==> src/rtl/fifo_write_ctrl.sv <==
// rtl/fifo_write_ctrl.sv - write-side pointer, full/level flags and overflow for an async FIFO
module fifo_write_ctrl #(
    parameter int ADDR_W = 2
) (
    input  logic              clk_wr,
    input  logic              rst_wr_n,
    input  logic              wr_en,
    input  logic [ADDR_W:0]   rptr_gray_in,
    output logic              wr_fire,
    output logic [ADDR_W-1:0] waddr,
    output logic [ADDR_W:0]   wptr_gray,
    output logic              full,
    output logic              almost_full,
    output logic [ADDR_W:0]   wr_level,
    output logic              overflow
);

    localparam int PW    = ADDR_W + 1;
    localparam int DEPTH = 1 << ADDR_W;
    // Full when the write Gray pointer is one lap ahead: read pointer with its two MSBs flipped.
    localparam logic [PW-1:0] FULL_MASK = PW'(3 << (PW - 2));

    logic [PW-1:0] r_sync1;
    logic [PW-1:0] r_sync2;
    logic [PW-1:0] r_wbin;
    logic [PW-1:0] r_wgray;
    logic          r_full;
    logic          r_almost_full;
    logic [PW-1:0] r_level;
    logic          r_overflow;

    logic          w_wr_fire;
    logic [PW-1:0] w_rbin;
    logic [PW-1:0] w_wbin_next;
    logic [PW-1:0] w_wgray_next;
    logic [PW-1:0] w_level_next;
    logic          w_full_next;
    logic          w_almost_full_next;

    always_comb begin
        w_rbin = '0;
        for (int i = 0; i < PW; i++) begin
            w_rbin[i] = ^(r_sync2 >> i);
        end
    end

    assign w_wr_fire          = wr_en & ~r_full;
    assign w_wbin_next        = r_wbin + {{(PW-1){1'b0}}, w_wr_fire};
    assign w_wgray_next       = w_wbin_next ^ (w_wbin_next >> 1);
    assign w_level_next       = w_wbin_next - w_rbin;
    assign w_full_next        = (w_wgray_next == (r_sync2 ^ FULL_MASK));
    assign w_almost_full_next = (w_level_next >= PW'(DEPTH - 1));

    always_ff @(posedge clk_wr or negedge rst_wr_n) begin
        if (!rst_wr_n) begin
            r_sync1       <= '0;
            r_sync2       <= '0;
            r_wbin        <= '0;
            r_wgray       <= '0;
            r_full        <= 1'b0;
            r_almost_full <= 1'b0;
            r_level       <= '0;
            r_overflow    <= 1'b0;
        end else begin
            r_sync1       <= rptr_gray_in;
            r_sync2       <= r_sync1;
            r_wbin        <= w_wbin_next;
            r_wgray       <= w_wgray_next;
            r_full        <= w_full_next;
            r_almost_full <= w_almost_full_next;
            r_level       <= w_level_next;
            r_overflow    <= r_overflow | (wr_en & r_full);
        end
    end

    assign wr_fire     = w_wr_fire;
    assign waddr       = r_wbin[ADDR_W-1:0];
    assign wptr_gray   = r_wgray;
    assign full        = r_full;
    assign almost_full = r_almost_full;
    assign wr_level    = r_level;
    assign overflow    = r_overflow;

endmodule

==> config.mk <==
export PLATFORM = sky130hd
export DESIGN_NAME = fifo_write_ctrl
export DESIGN_NICKNAME = d
export VERILOG_FILES = /design/src/rtl/fifo_write_ctrl.sv
export SDC_FILE = /design/constraint.sdc
export NUM_CORES = 1
export LEC_CHECK = 0
export ABC_AREA = 1
export CAP_MARGIN = 10
export CELL_PAD_IN_SITES_DETAIL_PLACEMENT = 2
export CELL_PAD_IN_SITES_GLOBAL_PLACEMENT = 2
export CORE_ASPECT_RATIO = 1.2
export CORE_MARGIN = 5
export CORE_UTILIZATION = 28
export CTS_CLUSTER_DIAMETER = 200
export CTS_CLUSTER_SIZE = 10
export DETAILED_ROUTE_END_ITERATION = 12
export GPL_TIMING_DRIVEN = 0
export PLACE_DENSITY = 0.75
export SLEW_MARGIN = 10
export SYNTH_ARGS = -nofsm -noshare
export SYNTH_HDL_FRONTEND = slang
export SYNTH_SLANG_ARGS = --single-unit
export TNS_END_PERCENT = 50
==> constraint.sdc <==
create_clock -name clk_wr -period 2.2 [get_ports clk_wr]
set_input_delay 0.22 -clock clk_wr [delete_from_list [all_inputs] [get_ports clk_wr]]
set_output_delay 0.22 -clock clk_wr [all_outputs]
set_load 0.02 [all_outputs]
==> qor_table.md <==
| Stage | Metric | Reported |
|:---|:---|:---|
| run status | Result of the run | finished clean |
| pwr | Net load switching power | 0.0005908 W |
| logic synthesis | Syn Area/Cell | 10.05 um^2 |
| global routing | Overall global routing resource usage | 10.77% |
| final layout | Layout Area Growth over Synthesis | 33.81% |
| setup path | Slowest library cell on the worst path | sky130_fd_sc_hd__fa_1 |
| pwr | Peak VDD IR | 0.4980 mV |
| logic synthesis | YS warnings | 0 |
| place | IO buf count | 17 |
| setup path | Cells along the critical path | inv_1 > nand3_1 > inv_1 > ha_1 > inv_1 > fa_1 > o211ai_1 |
| detailed routing | Number of remaining DRC errors | 0 |
| global routing | Initial antenna violation count | 0 |
| timing | Period minus WS final | 1.948 ns |
| timing | Period utilization | 88.53% |
| logic synthesis | List of most frequent post-synthesis cells | 17 x sky130_fd_sc_hd__dfrtp_1, 15 x sky130_fd_sc_hd__inv_1, 14 x sky130_fd_sc_hd__nand2_1 |
| logic synthesis | Post-synthesis instance area | 703.2 um^2 |
| detailed routing | Wire length per cell | 12.64 um |
| final layout | Post-layout instance area | 940.9 um^2 |
| setup path | Crit Path Max Fanout | 5 |
| global routing | Number of global-route vias before repair | 664 |
| timing | Slew Limit Fails | 0 |
| timing | Max Fclk | 513.5 MHz |
| logic synthesis | Synthesized flop and latch total | 17 |
| logic synthesis | Portion of the post-synthesis area used by sequential elements | 60.50% |
| timing | Actual slew at the worst max-slew pin | 0.7492 ns |
| setup path | Cell with the most instances on the worst path | sky130_fd_sc_hd__inv_1 |
| setup path | Arr. time, crit path | 2.12 ns |
| clock network | Clock tree sinks | 17 |
| floorplanning | Core Box Area | 2477 um^2 |
| setup path | Critical Setup Path Class | reg -> reg |
| detailed routing | Routed wire length | 1.567 mm |
| detailed routing | Avg Vias per Cell | 4.452 |
| job | Max-capacitance violation count | 0 |
| clock network | TritonCTS clock tree | yes |
| floorplanning | Initial Util | 28.38% |
| logic synthesis | Number of distinct library cell variants in the gate-level netlist after synthesis | 12 |
| final layout | # diodes | 0 |
| detailed routing | Detailed-route via count | 552 |
| clock network | CTS H-tree lvls | 1 |
| clock network | Total clock buffers created by CTS | 3 |
| pwr | Switching Share | 42.22% |
| floorplanning | Chip Width | 55.75 um |
| logic synthesis | Syn Inst Count | 70 |
| floorplanning | Die height | 64.90 um |
| clock network | Post-cts gate resize count | 0 |
| pwr | Comb pwr share | 55.3% |
| clock network | Root buffer selected by CTS | sky130_fd_sc_hd__clkbuf_4 |
| timing | Worst rel slew slack | 49.89% |
| detailed routing | Antenna-violating nets left | 0 |
| place | Place WS | -0.06696 ns |
| timing | Min setup slack post-route | 0.2524 ns |
| logic synthesis | Dominant register cell in the synthesized netlist | sky130_fd_sc_hd__dfrtp_1 |
| logic synthesis | Leading cell type by number of instances after synthesis | sky130_fd_sc_hd__dfrtp_1 |
| setup path | Data required time of the critical path | 2.37 ns |
| timing | Worst hold slack | 0.3588 ns |
| global routing | Maximum number of pins on one net before global-route repair | 18 |
| pwr | Proportion of power drawn by the clock network | 11.7% |
| min path | Worst hold path type | in -> reg |
| floorplanning | Std cell rows | 20 |
| clock network | CTS max path bufs | 2 |
| clock network | Hold_buf cts | 0 |
| timing | Endpoints failing setup | 0 |
| place | Instance area after placement | 914.6 um^2 |
| setup path | Setup slack on the worst flop-to-flop path | 0.25 ns |
| setup path | Setup crit end kind | flip-flop |
| floorplanning | Count of boundary I/O pins | 18 |
| clock network | Number of setup buffers added after CTS | 0 |
| pwr | Pwr Density | 1487 nW/um^2 |
| setup path | Critical path's largest stage delay | 0.59 ns |
| global routing | Remaining global-route overflow | 0 |
| timing | Setup Skew | 0.004828 ns |
| logic synthesis | Syn_nets | 79 |
| clock network | Clock transition at the register clock pins on the worst setup and hold paths after CTS | 0.09 ns |
| logic synthesis | Async set or reset register ratio after synthesis | 100.0% |
| timing | Final hold violation count | 0 |
| setup path | Kind of start point of the critical path | flip-flop |
| pwr | Leakage power figure | 0.4753 nW |
| logic synthesis | Top cell type's share of synthesized area | 60.50% |
| global routing | Wire length of the first global-routing pass | 2.904 mm |
| final layout | Share of cells above drive strength 1 | 10.99% |
| logic synthesis | Top cell type by total area after synthesis | sky130_fd_sc_hd__dfrtp_1 |
| detailed routing | Drt first pass iters | 2 |
| final layout | Post-Route Utilization | 37.98% |
| pwr | Sequential group share of total power | 33.0% |
| timing | Post-Route Setup TNS | 0 ns |
| logic synthesis | Number of synthesized flops with an enable pin | 0 |
| logic synthesis | Main area contributors after synthesis | sky130_fd_sc_hd__dfrtp_1 60%, sky130_fd_sc_hd__inv_1 8.0%, sky130_fd_sc_hd__nand3_1 7.8% |
| floorplanning | Die area | 3618 um^2 |
| timing | Unrepaired setup endpoints after global routing | no |
| detailed routing | Number of DRC violations after detailed-routing iteration 0 | 9 |
| final layout | Post-layout nets | 101 |
| place | Routability congestion estimate from global placement | 0.6885 |
| pwr | Internal portion of total power | 0.0008085 W |
| place | Post-detailed-placement half-perimeter wirelength | 1.254 mm |
| clock network | Insertion delay to the later sink of the worst-skew pair | 0.29 ns |
==> final cells by class <==
cell class / count / area (um^2)
fillers: 280 / 1536
clock buffers: 4 / 26.28
flip-flops and latches: 17 / 425.4
multi-input cells: 37 / 217.7
repair buffers: 17 / 170.2
inverters: 16 / 60.06
well taps: 33 / 41.29
==> power groups by stage <==
| stage | combinational [W] | clock, W | sequential [W] |
|---|---|---|---|
| after floorplan | 0.000347 | 0 | 0.000585 |
| after global placement | 0.000756 | 0 | 0.000465 |
| after detailed placement | 0.000784 | 0 | 0.000472 |
| after CTS | 0.000799 | 0.000173 | 0.000467 |
| after global routing | 0.000876 | 0.000192 | 0.000480 |
| final | 0.000774 | 0.000163 | 0.000462 |
==> registers in the layout, summed over array words and instances, names as in the netlist <==
name         flops
r_sync1          3
r_sync2          3
r_wbin           3
wr_level         3
wptr_gray        2
almost_full      1
full             1
overflow         1
==> through the flow <==
step,power [W],cells
floorplan,0.0009323,70
global placement,0.001220,120
detailed placement,0.001256,120
CTS,0.001438,124
global route,0.001547,124
finish,0.001399,124
==> layer usage <==
metal	global-route usage, %	share of wire, %	routed length (um)
met5	0	0	0
met3	3.187	6.7	105
met1	9.801	34	537
met4	7.903	3.4	53
met2	19.97	56	871
==> worst max-delay path: cells and delay by family (launching register included) <==
family	cells	cell delay [ns]
adders and majority gates	2	0.96
DFF	1	0.37
buffers and inverters	3	0.25
and+or+nand+nor	1	0.16
AOI/OAI and AO/OA	1	0.09
==> final timing paths <==
check,depth (start not counted),end,start
min,1,r_sync1[0],rptr_gray_in[0]
min reg2reg,0,r_sync2[2],r_sync1[2]
max in group asynchronous,1,r_wbin[1],rst_wr_n
max,7,almost_full,full
min in group asynchronous,1,wr_level[0],rst_wr_n
max reg2reg,7,almost_full,full
==> cell families (layout without fill, tap and decap cells) <==
group / Yosys count / count (layout) / share of synthesized area [%]
AOI/OAI and AO/OA: 2 / 2 / 2.314
xor gates and xnor gates: 2 / 2 / 2.492
adders and majority gates: 3 / 3 / 6.405
buffers and inverters: 16 / 37 / 8.540
DFF: 17 / 17 / 60.50
and+or+nand+nor: 30 / 30 / 19.75
==> placed cells by master (no fill, tap or decap), drive strengths merged <==
| cell type | Yosys | routed |
|---|---|---|
| nand2 | 18 | 18 |
| dfrtp | 17 | 17 |
| clkdlybuf4s50 | 0 | 17 |
| inv | 16 | 16 |
| nand3 | 11 | 11 |
| clkbuf | 0 | 4 |
| xor2 | 2 | 2 |
| ha | 2 | 2 |
| nor2 | 1 | 1 |
| a21o | 1 | 1 |
| o211ai | 1 | 1 |
| fa | 1 | 1 |
Note: power is estimated with default switching activity, not from simulation.
